**src/rtl/cnn_bram_loader.sv**
```systemverilog
// Stream-to-BRAM write front end for the CONV/max-pool controller.
// Each load command fills one contiguous segment and can optionally pulse the controller's start.
module cnn_bram_loader #(
  parameter int WIDTH      = 8,
  parameter int MEMADDRBIT = 17
) (
  input  logic                  clk,
  input  logic                  rst,
  input  logic                  cfg_valid,
  input  logic [MEMADDRBIT-1:0] cfg_base,
  input  logic [MEMADDRBIT:0]   cfg_len,
  input  logic                  cfg_start,
  input  logic                  s_valid,
  input  logic [WIDTH-1:0]      s_data,
  output logic                  s_ready,
  output logic                  wea,
  output logic [MEMADDRBIT-1:0] memaddr,
  output logic [WIDTH-1:0]      mem_in,
  output logic                  load_busy,
  output logic                  load_done,
  output logic                  cfg_err,
  output logic                  ctl_start
);

  typedef enum logic [1:0] {IDLE, LOAD, FLUSH} state_t;

  // One past the last addressable word; a segment may end exactly here.
  localparam logic [MEMADDRBIT+1:0] MEM_WORDS = {2'b01, {MEMADDRBIT{1'b0}}};

  state_t                state_q, state_d;
  logic [MEMADDRBIT-1:0] addr_q, addr_d;
  logic [MEMADDRBIT:0]   remaining_q, remaining_d;
  logic                  start_en_q, start_en_d;
  logic                  s_ready_q, s_ready_d;
  logic                  wea_q, wea_d;
  logic [MEMADDRBIT-1:0] memaddr_q, memaddr_d;
  logic [WIDTH-1:0]      mem_in_q, mem_in_d;
  logic                  load_busy_q, load_busy_d;
  logic                  load_done_q, load_done_d;
  logic                  cfg_err_q, cfg_err_d;
  logic                  ctl_start_q, ctl_start_d;

  logic [MEMADDRBIT+1:0] cfg_end;
  logic                  beat;

  assign cfg_end = {2'b00, cfg_base} + {1'b0, cfg_len};
  assign beat    = s_valid & s_ready_q;

  always_comb begin
    // NOTE: every signal gets a default before the case so no path leaves one unassigned (no latches).
    state_d     = state_q;
    addr_d      = addr_q;
    remaining_d = remaining_q;
    start_en_d  = start_en_q;
    s_ready_d   = s_ready_q;
    wea_d       = 1'b0;
    memaddr_d   = memaddr_q;
    mem_in_d    = mem_in_q;
    load_busy_d = load_busy_q;
    load_done_d = 1'b0;
    cfg_err_d   = 1'b0;
    ctl_start_d = 1'b0;

    case (state_q)
      IDLE: begin
        if (cfg_valid) begin
          if (cfg_end > MEM_WORDS) begin
            cfg_err_d = 1'b1;
          end else if (cfg_len == '0) begin
            load_done_d = 1'b1;
            ctl_start_d = cfg_start;
          end else begin
            addr_d      = cfg_base;
            remaining_d = cfg_len;
            start_en_d  = cfg_start;
            s_ready_d   = 1'b1;
            load_busy_d = 1'b1;
            state_d     = LOAD;
          end
        end
      end

      LOAD: begin
        if (beat) begin
          wea_d       = 1'b1;
          memaddr_d   = addr_q;
          mem_in_d    = s_data;
          addr_d      = addr_q + MEMADDRBIT'(1);
          remaining_d = remaining_q - (MEMADDRBIT+1)'(1);
          if (remaining_q == (MEMADDRBIT+1)'(1)) begin
            s_ready_d = 1'b0;
            state_d   = FLUSH;
          end
        end
      end

      // Last write is on the port this cycle, so start is raised only after it lands.
      FLUSH: begin
        load_done_d = 1'b1;
        ctl_start_d = start_en_q;
        load_busy_d = 1'b0;
        state_d     = IDLE;
      end

      default: state_d = IDLE;
    endcase
  end

  always_ff @(posedge clk) begin
    // NOTE: non-blocking assignments so every flop samples the pre-edge values of the others.
    if (rst) begin
      state_q     <= IDLE;
      addr_q      <= '0;
      remaining_q <= '0;
      start_en_q  <= 1'b0;
      s_ready_q   <= 1'b0;
      wea_q       <= 1'b0;
      memaddr_q   <= '0;
      mem_in_q    <= '0;
      load_busy_q <= 1'b0;
      load_done_q <= 1'b0;
      cfg_err_q   <= 1'b0;
      ctl_start_q <= 1'b0;
    end else begin
      state_q     <= state_d;
      addr_q      <= addr_d;
      remaining_q <= remaining_d;
      start_en_q  <= start_en_d;
      s_ready_q   <= s_ready_d;
      wea_q       <= wea_d;
      memaddr_q   <= memaddr_d;
      mem_in_q    <= mem_in_d;
      load_busy_q <= load_busy_d;
      load_done_q <= load_done_d;
      cfg_err_q   <= cfg_err_d;
      ctl_start_q <= ctl_start_d;
    end
  end

  assign s_ready   = s_ready_q;
  assign wea       = wea_q;
  assign memaddr   = memaddr_q;
  assign mem_in    = mem_in_q;
  assign load_busy = load_busy_q;
  assign load_done = load_done_q;
  assign cfg_err   = cfg_err_q;
  assign ctl_start = ctl_start_q;

endmodule

```
**config.mk**
```make
export PLATFORM = sky130hd
export DESIGN_NAME = cnn_bram_loader
export DESIGN_NICKNAME = d
export VERILOG_FILES = /design/src/rtl/cnn_bram_loader.sv
export SDC_FILE = /design/constraint.sdc
export NUM_CORES = 1
export LEC_CHECK = 0
export CAP_MARGIN = 10
export CELL_PAD_IN_SITES_DETAIL_PLACEMENT = 1
export CELL_PAD_IN_SITES_GLOBAL_PLACEMENT = 1
export CORE_MARGIN = 2
export CORE_UTILIZATION = 25
export CTS_BUF_LIST = sky130_fd_sc_hd__clkbuf_8
export DETAILED_ROUTE_END_ITERATION = 10
export PLACE_DENSITY = 0.65
export SYNTH_ARGS = -nofsm -noshare
export SYNTH_HDL_FRONTEND = slang
export SYNTH_SLANG_ARGS = --single-unit
```
**constraint.sdc**
```tcl
create_clock -name clk -period 5.8 [get_ports clk]
set_input_delay 0.58 -clock clk [delete_from_list [all_inputs] [get_ports clk]]
set_output_delay 0.58 -clock clk [all_outputs]
set_load 0.005 [all_outputs]
```
==> flow_metrics.py <==
metrics = {
    "outcome": {
        "status": "finished, final reports clean",
    },
    "floorplanning": {
        "dieWidth_um": 138,
        "row_count": 49,
        "boundaryPins": 79,
        "start_util_pct": 25.3,
        "die_h_um": 138,
        "dieArea_sq_um": 19100,
        "core_sq_um": 17800,
    },
    "cells_and_area": {
        "drive_gt1_share_pct": 6.66,
        "n_antenna_cell": 0,
        "nets": 725,
        "final_cells": 890,
        "fin_util_pct": 32.1,
        "area_delta_synth_final_pct": 26.9,
        "design_area_sq_um": 5700,
    },
    "synth": {
        "synth_top_area_share_pct": 30.7,
        "async_flop_share_pct": 0,
        "syn-cell-area_sq_um": 4490,
        "synth_nets": 669,
        "yosysWarnings": 0,
        "yosys_most_used_dff": "dfxtp_1",
        "syn-mean-instance-area_sq_um": 7.49,
        "ys_ff_latch": 69,
        "synth.most_common_cell": "nand2_1",
        "synth.distinct_cells": 67,
        "synth.area.top_cells": "dfxtp_1 (31%), a21oi_1 (8.8%), nand2_1 (8.2%)",
        "synth_edf_count": 0,
        "ys_top_cells_by_count": "nand2_1 (98), a21oi_1 (79), dfxtp_1 (69)",
        "yosysTopAreaCell": "dfxtp_1",
        "ys_seq_area_share_pct": 30.7,
        "syn_inst": 600,
    },
    "placed_design": {
        "port-buffer-count": 78,
        "place_area_sq_um": 5410,
        "place_congestion": 0.858,
        "place_ws_ns": 1.20,
        "post-dp-hpwl_mm": 12.3,
        "dp_cells": 874,
    },
    "timing": {
        "fin_crit_ns": 4.17,
        "whs_ns": 0.461,
        "fin_ws_ns": 1.63,
        "slew_viol_final": 0,
        "slew_headroom_pct": 38.9,
        "tns_ns": 0,
        "fin_skew_ns": 0.0131,
        "setup_viol": 0,
        "finalHoldViolCount": 0,
        "post-route-period-util_pct": 72.0,
        "worst_pin_slew_ns": 0.913,
        "max_clock_freq_ghz": 0.240,
        "grt_setup_unrepaired": "false",
    },
    "setup_path": {
        "cpPeakStageDelay_ns": 0.65,
        "cp_common_cell": "a211oi_2",
        "required_ns": 6.04,
        "cpMaxStageDelayCell": "or4_1",
        "cp_max_fo": 16,
        "crit_type": "input pin to flip-flop",
        "cp-start-kind": "input pin",
        "r2r-start": "state_q[0]$_SDFFE_PP0P_",
        "crit_path_cell_trace": "clkdlybuf4s50_1 -> ha_1 -> inv_1 -> fa_1 -> nand2b_1 -> a21oi_2 -> o211ai_1 -> a211oi_2 -> nor4_1 -> a211oi_2 -> or4_1 -> nand2_4 -> o311a_1",
        "crit_path_end_kind": "flip-flop",
        "worstPathArrival_ns": 4.42,
        "startpoint": "cfg_len[0]",
    },
    "clocking": {
        "cts_hold_buf": 0,
        "cts_root_buffer": "clkbuf_8",
        "clock_sinks": 69,
        "htree_levels": 3,
        "clock_latency_ns": 0.36,
        "cts_tree": "yes",
        "clkTransAtPathRegs_ns": 0.08,
        "cts_setup_buffers": 0,
        "cts_inserted_buffers": 9,
        "cts-resized-gates": 0,
        "clockBufferDepth": 2,
    },
    "job": {
        "drv_cap": 0,
    },
    "power_and_ir_drop": {
        "vdd_ir_drop_max_mv": 0.166,
        "power_mw": 1.44,
        "leakagePower_nw": 1.92,
        "power_density_nw_per_um2": 253,
    },
    "worst_hold_path": {
        "hp-start": "memaddr[3]$_SDFFE_PP0P_",
        "hp-class": "flip-flop to flip-flop",
    },
    "route": {
        "wl_mm": 16.7,
        "routedWlPerCell_um": 18.8,
        "vias_per_cell": 5.44,
        "vias": 4839,
        "drc": 0,
        "antenna_left": 0,
        "drt_iter0_markers": 227,
        "dr.pass1.iters": 4,
    },
    "global_route": {
        "grt_max_degree": 66,
        "grt_remaining_overflow": 0,
        "grt_pass1_vias": 4991,
        "grt_antenna_before_repair": 0,
        "grt_pass1_wl_mm": 26.8,
        "grtUsageTotal_pct": 17.3,
    },
}
==> final timing paths <==
| kind | to | slack, ns | depth (start not counted) |
|---|---|---|---|
| max | addr_q[1]$_SDFFE_PP0P_ | 1.63 | 13 |
| min | memaddr[3]$_SDFFE_PP0P_ | 0.46 | 2 |
| max reg2reg | addr_q[14]$_SDFFE_PP0P_ | 2.61 | 7 |
| min reg2reg | memaddr[3]$_SDFFE_PP0P_ | 0.46 | 2 |
==> layout make-up <==
class | count | area (sq um)
Timing Repair Buffer | 83 | 813
Clock inverter | 6 | 158
Clock buffer | 10 | 138
Multi-Input combinational cell | 478 | 2870
Fill cell | 2160 | 12100
Sequential cell | 69 | 1380
Tap cell | 229 | 287
Inverter | 15 | 56.3
==> worst max-delay path: cells and delay by family <==
kind / cells / cell delay [ns]
compound gates: 5 / 1.40
fa+ha+maj: 2 / 0.60
buf+inv: 2 / 0.59
simple gates: 4 / 1.23
==> layout by cell type, fill, tap and decap left out, types with 6 or more instances in the layout <==
cell type,count
a21oi_1,79
clkbuf_8,10
clkdlybuf4s50_1,77
dfxtp_1,69
ha_1,20
inv_1,14
nand2_1,97
nand2b_1,6
nand3_1,18
nand3b_1,6
nand4_1,7
nor2_1,36
nor3_1,13
nor4_1,16
o211ai_1,9
o21a_1,6
o21ai_0,40
o31ai_1,13
o32ai_1,11
or3_1,15
==> registers in the layout, summed over array words and instances, names as in the netlist <==
name and cells:
remaining_q 18, addr_q 17, memaddr 17, mem_in 8
state_q 2, cfg_err 1, ctl_start 1, load_busy 1
load_done 1, s_ready 1, start_en_q 1, wea 1
==> cell families (layout without fill, tap and decap cells) <==
logic type / Yosys count / count (layout) / share of synthesized area, %
adders and majority gates: 21 / 21 / 6.01
buffers and inverters: 53 / 114 / 5.68
DFF: 69 / 69 / 30.7
AOI/OAI and AO/OA: 214 / 214 / 30.8
and+or+nand+nor: 234 / 234 / 24.9
muxes: 2 / 2 / 0.445
xor gates and xnor gates: 7 / 7 / 1.36
==> where the power goes <==
group	internal [mW]	switching, mW	leakage (nW)
combinational	0.135	0.209	1.22
sequential	0.494	0.0231	0.560
clock	0.385	0.197	0.143
total	1.01	0.429	1.92
==> routing by layer <==
metal  GRT usage [%]  routed length [um]  part of all wire [%]
met2            28.8                7920                    47
met3            3.71                 759                   4.5
met5               0                   0                     0
met1            22.6                7680                    46
met4            5.26                 357                   2.1
No activity file was read; power rests on OpenSTA's default activity.
==> RTL change 1, RTL diff (config.mk and constraints unchanged) <==
`MEMADDRBIT`: 17 -> 34.
--- a/src/rtl/cnn_bram_loader.sv
+++ b/src/rtl/cnn_bram_loader.sv
@@ -4,3 +4,3 @@
   parameter int WIDTH      = 8,
-  parameter int MEMADDRBIT = 17
+  parameter int MEMADDRBIT = 34
 ) (
Ports: changed (resized cfg_base, cfg_len and memaddr); port bits go from 79 to 130. The function was not compared with the original's and may differ.
==> RTL change 1 against the original RTL <==
- combinational power is 130% higher
- synthesized area is 91% higher
- clock skew grew 0.0061 ns
- sequential cell count grew 51
- fmax fell by 15%
- wire length rose by 110%
- power is 72% higher
- final area rose by 86%
- largest power group is now registers
- setup slack lost 0.76 ns
- via count up 97%
==> RTL change 1: results <==
group,metric,value,unit
pwr,ir_drop,0.143,mV
synth,synth_adder_area_share,0.0563,
cts,cts_resized,0,
cells_and_area,drive_gt1_frac,0.0602,
placement,gp_congestion,0.907,
detailed_routing,detail_route.wirelength,35900,um
global_routing,grt_usage,0.200,
synth,syn_nets,1324,
synth,synth_compound_area_frac,0.302,
detailed_routing,dr.pass1.iters,5,
global_routing,first_global_vias,9476,
floorplanning,dieArea,35800,um^2
synth,muxShareOfSynthArea,0.0118,
cts,htreeDepth,4,
synth,syn_inst,1204,
sta,slew_headroom,0.287,
global_routing,antenna_found_initial,0,
placement,numPortBuffers,129,
synth,async_reset_ff_frac,0,
outcome,status,"finished, final reports clean",
critical_path,slowest_stage,"a21oi_4",
global_routing,grt_max_degree,103,
synth,ys_top_cells_by_count,"a21oi_1 (195), nand2_1 (194), dfxtp_1 (120)",
placement,place_worst_setup_slack,0.464,ns
synth,synthXorXnorAreaFrac,0.00817,
synth,synth_cell_types,77,
critical_path,path_max_fanout,28,
synth,synth.area.top_cells,"dfxtp_1 (28%), a21oi_1 (11%), nand2_1 (8.5%)",
detailed_routing,via_per_inst,5.48,
global_routing,grt_pass1_wl,56200,um
cts,worstSkewPairLatency,0.46,ns
placement,dp.final_hpwl,27200,um
synth,yosysSeqAreaShare,0.280,
cells_and_area,n_fill_cell,4130,
cts,cts_setup_buffers,0,
cells_and_area,nNetsFinal,1403,
cells_and_area,layout.cells.non_filler,1743,
placement,place_area,10200,um^2
pwr,leakage,3.66,nW
cells_and_area,largest_reg_flops,35,
critical_path,cpPeakStageDelay,0.78,ns
==> RTL change 1: cell types whose count changed after synthesis, moves of 17 or more <==
cell and change:
a21oi_1 +116, clkbuf_1 +35, dfxtp_1 +51, ha_1 +17, nand2_1 +96, nand4_1 +19, nor2_1 +48, nor3_1 +33
o21ai_0 +38, or2_0 +19
==> RTL change 1: worst min-delay path: cells and delay by family, from the launching register on <==
family	cells	cell delay, ns
AO/OA/AOI/OAI	1	0.05
flip-flops	1	0.31
AND/OR/NAND/NOR	1	0.05
==> RTL change 1: metal layers <==
metal | part of all wire | GRT usage | vias up
li1 | - | - | 4600
met1 | 0.49 | 0.285 | 4662
met2 | 0.43 | 0.300 | 250
met3 | 0.050 | 0.0386 | 40
met4 | 0.032 | 0.0671 | 0
met5 | 0 | 0 | -
==> RTL change 1: final timing paths <==
kind         depth (start not counted)  slack (ns)            from         endpoint
max                                 14        0.86      cfg_len[6]   remaining_q[3]
min                                  2        0.45     memaddr[26]      memaddr[26]
min reg2reg                          2        0.45     memaddr[26]      memaddr[26]
max reg2reg                         10        2.05  remaining_q[7]  remaining_q[34]
==> RTL change 1: power by group <==
part	internal (mW)	switching, mW
sequential	0.866	0.0501
clock	0.419	0.364
combinational	0.289	0.499
==> RTL change 1: cell type report <==
| type | count | area [um^2] | area share |
|---|---|---|---|
| clock buffers | 21 | 289 | 0.0272 |
| inverters | 21 | 78.8 | 0.00743 |
| multi-input cells | 975 | 5730 | 0.539 |
| well taps | 448 | 561 | 0.0528 |
| flip-flops and latches | 120 | 2400 | 0.226 |
| clock inverters | 10 | 103 | 0.00967 |
| repair buffers | 148 | 1460 | 0.137 |
==> RTL change 2, RTL diff (same flow settings) <==
Made on the original files. Re-encode `state_t` (3 states) as one-hot, 3 bits wide.
--- a/src/rtl/cnn_bram_loader.sv
+++ b/src/rtl/cnn_bram_loader.sv
@@ -24,3 +24,3 @@
 
-  typedef enum logic [1:0] {IDLE, LOAD, FLUSH} state_t;
+  typedef enum logic [2:0] {IDLE = 3'b001, LOAD = 3'b010, FLUSH = 3'b100} state_t;
 
Behaviour: same outputs for any inputs over 4 cycles, from zero or initial values and one cycle with rst high; so few cycles prove little.
==> RTL change 2 against the original RTL <==
- sequential cell count rose by 1
- core utilization hardly changed
- first-iteration DRC count up 45%
- synthesized area is 3.6% higher
- sequential share of layout area is 0.16 points lower
- final area up 2.1%
- power shrank 10%
- non-clock buffer count rose by 3
- wire length grew 5.4%
- setup slack lost 0.43 ns
==> RTL change 2: results <==
group,metric,value,unit
outcome,status,"finished, final reports clean",
synth,syn_inst,624,
pwr,ir_drop,0.105,mV
global_routing,first_global_vias,5071,
cells_and_area,regMostFlops,"remaining_q",
cells_and_area,drive_gt1_frac,0.0660,
cts,htreeDepth,3,
placement,place_worst_setup_slack,0.857,ns
synth,syn_nets,693,
pwr,clock_power,443,uW
sta,slew_headroom,0.201,
synth,synth.area.top_cells,"dfxtp_1 (30%), a21oi_1 (7.8%), nand2_1 (6.9%)",
placement,numPortBuffers,78,
global_routing,grt_pass1_wl,27600,um
synth,ys_top_cells_by_count,"nand2_1 (86), a21oi_1 (73), dfxtp_1 (70)",
cts,clk_pin_slew,0.07,ns
sta,slew_violations,0,
cells_and_area,antenna_cells,0,
cts,numCtsBuffers,9,
detailed_routing,via_per_inst,5.58,
detailed_routing,wl_per_cell,19.3,um
cts,cts_setup_buffers,0,
hold_path,hold_class,"reg -> reg",
cells_and_area,layout.cells.non_filler,911,
cts,ctsLongestPathBuffers,2,
critical_path,path_max_fanout,28,
global_routing,grt_usage,0.176,
synth,ys.flop_type,"dfxtp_1",
pwr,pg_comb,323,uW
synth,yosysSeqAreaShare,0.301,
placement,dp.final_hpwl,12700,um
cts,worstSkewPairLatency,0.36,ns
placement,gp_congestion,0.867,
synth,synth_cell_types,64,
synth,async_reset_ff_frac,0,
global_routing,grt_max_degree,63,
placement,dp.cells,895,
sta,clock_skew,0.0172,ns
synth,ys_warn_count,0,
detailed_routing,dr.pass1.iters,4,
pwr,power_leader,"registers",
critical_path,crit_arrival,4.85,ns
cells_and_area,nNetsFinal,746,
cells_and_area,largest_reg_flops,18,
cells_and_area,n_fill_cell,2224,
pwr,switching_share,0.320,
cts,cts_root_buf,"clkbuf_8",
pwr,leakage,2.09,nW
global_routing,antenna_found_initial,0,
detailed_routing,drt_iter0_drc,329,
cts,cts_resized,0,
## RTL change 2: cell families after synthesis
family,Yosys count,share of synthesized area
and+or+nand+nor,281,0.297
AOI/OAI and AO/OA,179,0.262
DFF,70,0.301
buffers and inverters,58,0.0524
adders and majority gates,21,0.0580
xor gates and xnor gates,10,0.0188
muxes,5,0.0108
## RTL change 2: path summary, 6_finish.rpt
check	startpoint	depth (start not counted)	slack [ns]	endpoint
worst max-delay path	cfg_base[10]	11	1.20	remaining_q[14]
worst min-delay path	memaddr[14]	2	0.46	memaddr[14]
worst max register to register	state_q[0]	7	2.60	addr_q[8]
worst min register to register	memaddr[14]	2	0.46	memaddr[14]
## RTL change 2: through the flow
stage                     area [um^2]  power, mW
after global placement           5610      0.852
after global routing             5820       1.37
after detailed placement         5610      0.864
after floorplan                  4660      0.742
after CTS                        5820       1.31
final                            5820       1.30
## RTL change 2: worst max-delay path, stage by stage
cell             delay [ns]
clkdlybuf4s50_1        0.50
ha_1                   0.47
nand2_1                0.19
a2111oi_0              0.70
o211ai_1               0.30
nand2_1                0.14
xor2_1                 0.35
o41a_1                 1.00
buf_12                 0.25
a21oi_1                0.08
o221a_2                0.26
## RTL change 2: cell type report
class                           instances  area, um^2  area share
Multi-Input combinational cell        496        3020       0.518
Tap cell                              229         287      0.0492
Sequential cell                        70        1400       0.241
Timing Repair Buffer                   86         848       0.146
Inverter                               14        52.6     0.00903
Clock inverter                          6        77.6      0.0133
Clock buffer                           10         138      0.0236
## RTL change 2: layer usage
| layer | up-vias | track usage | part of all wire |
|---|---|---|---|
| met2 | 111 | 0.301 | 0.49 |
| li1 | 2444 | - | - |
| met1 | 2503 | 0.226 | 0.45 |
| met5 | - | 0 | 0 |
| met3 | 23 | 0.0321 | 0.036 |
| met4 | 0 | 0.0521 | 0.024 |
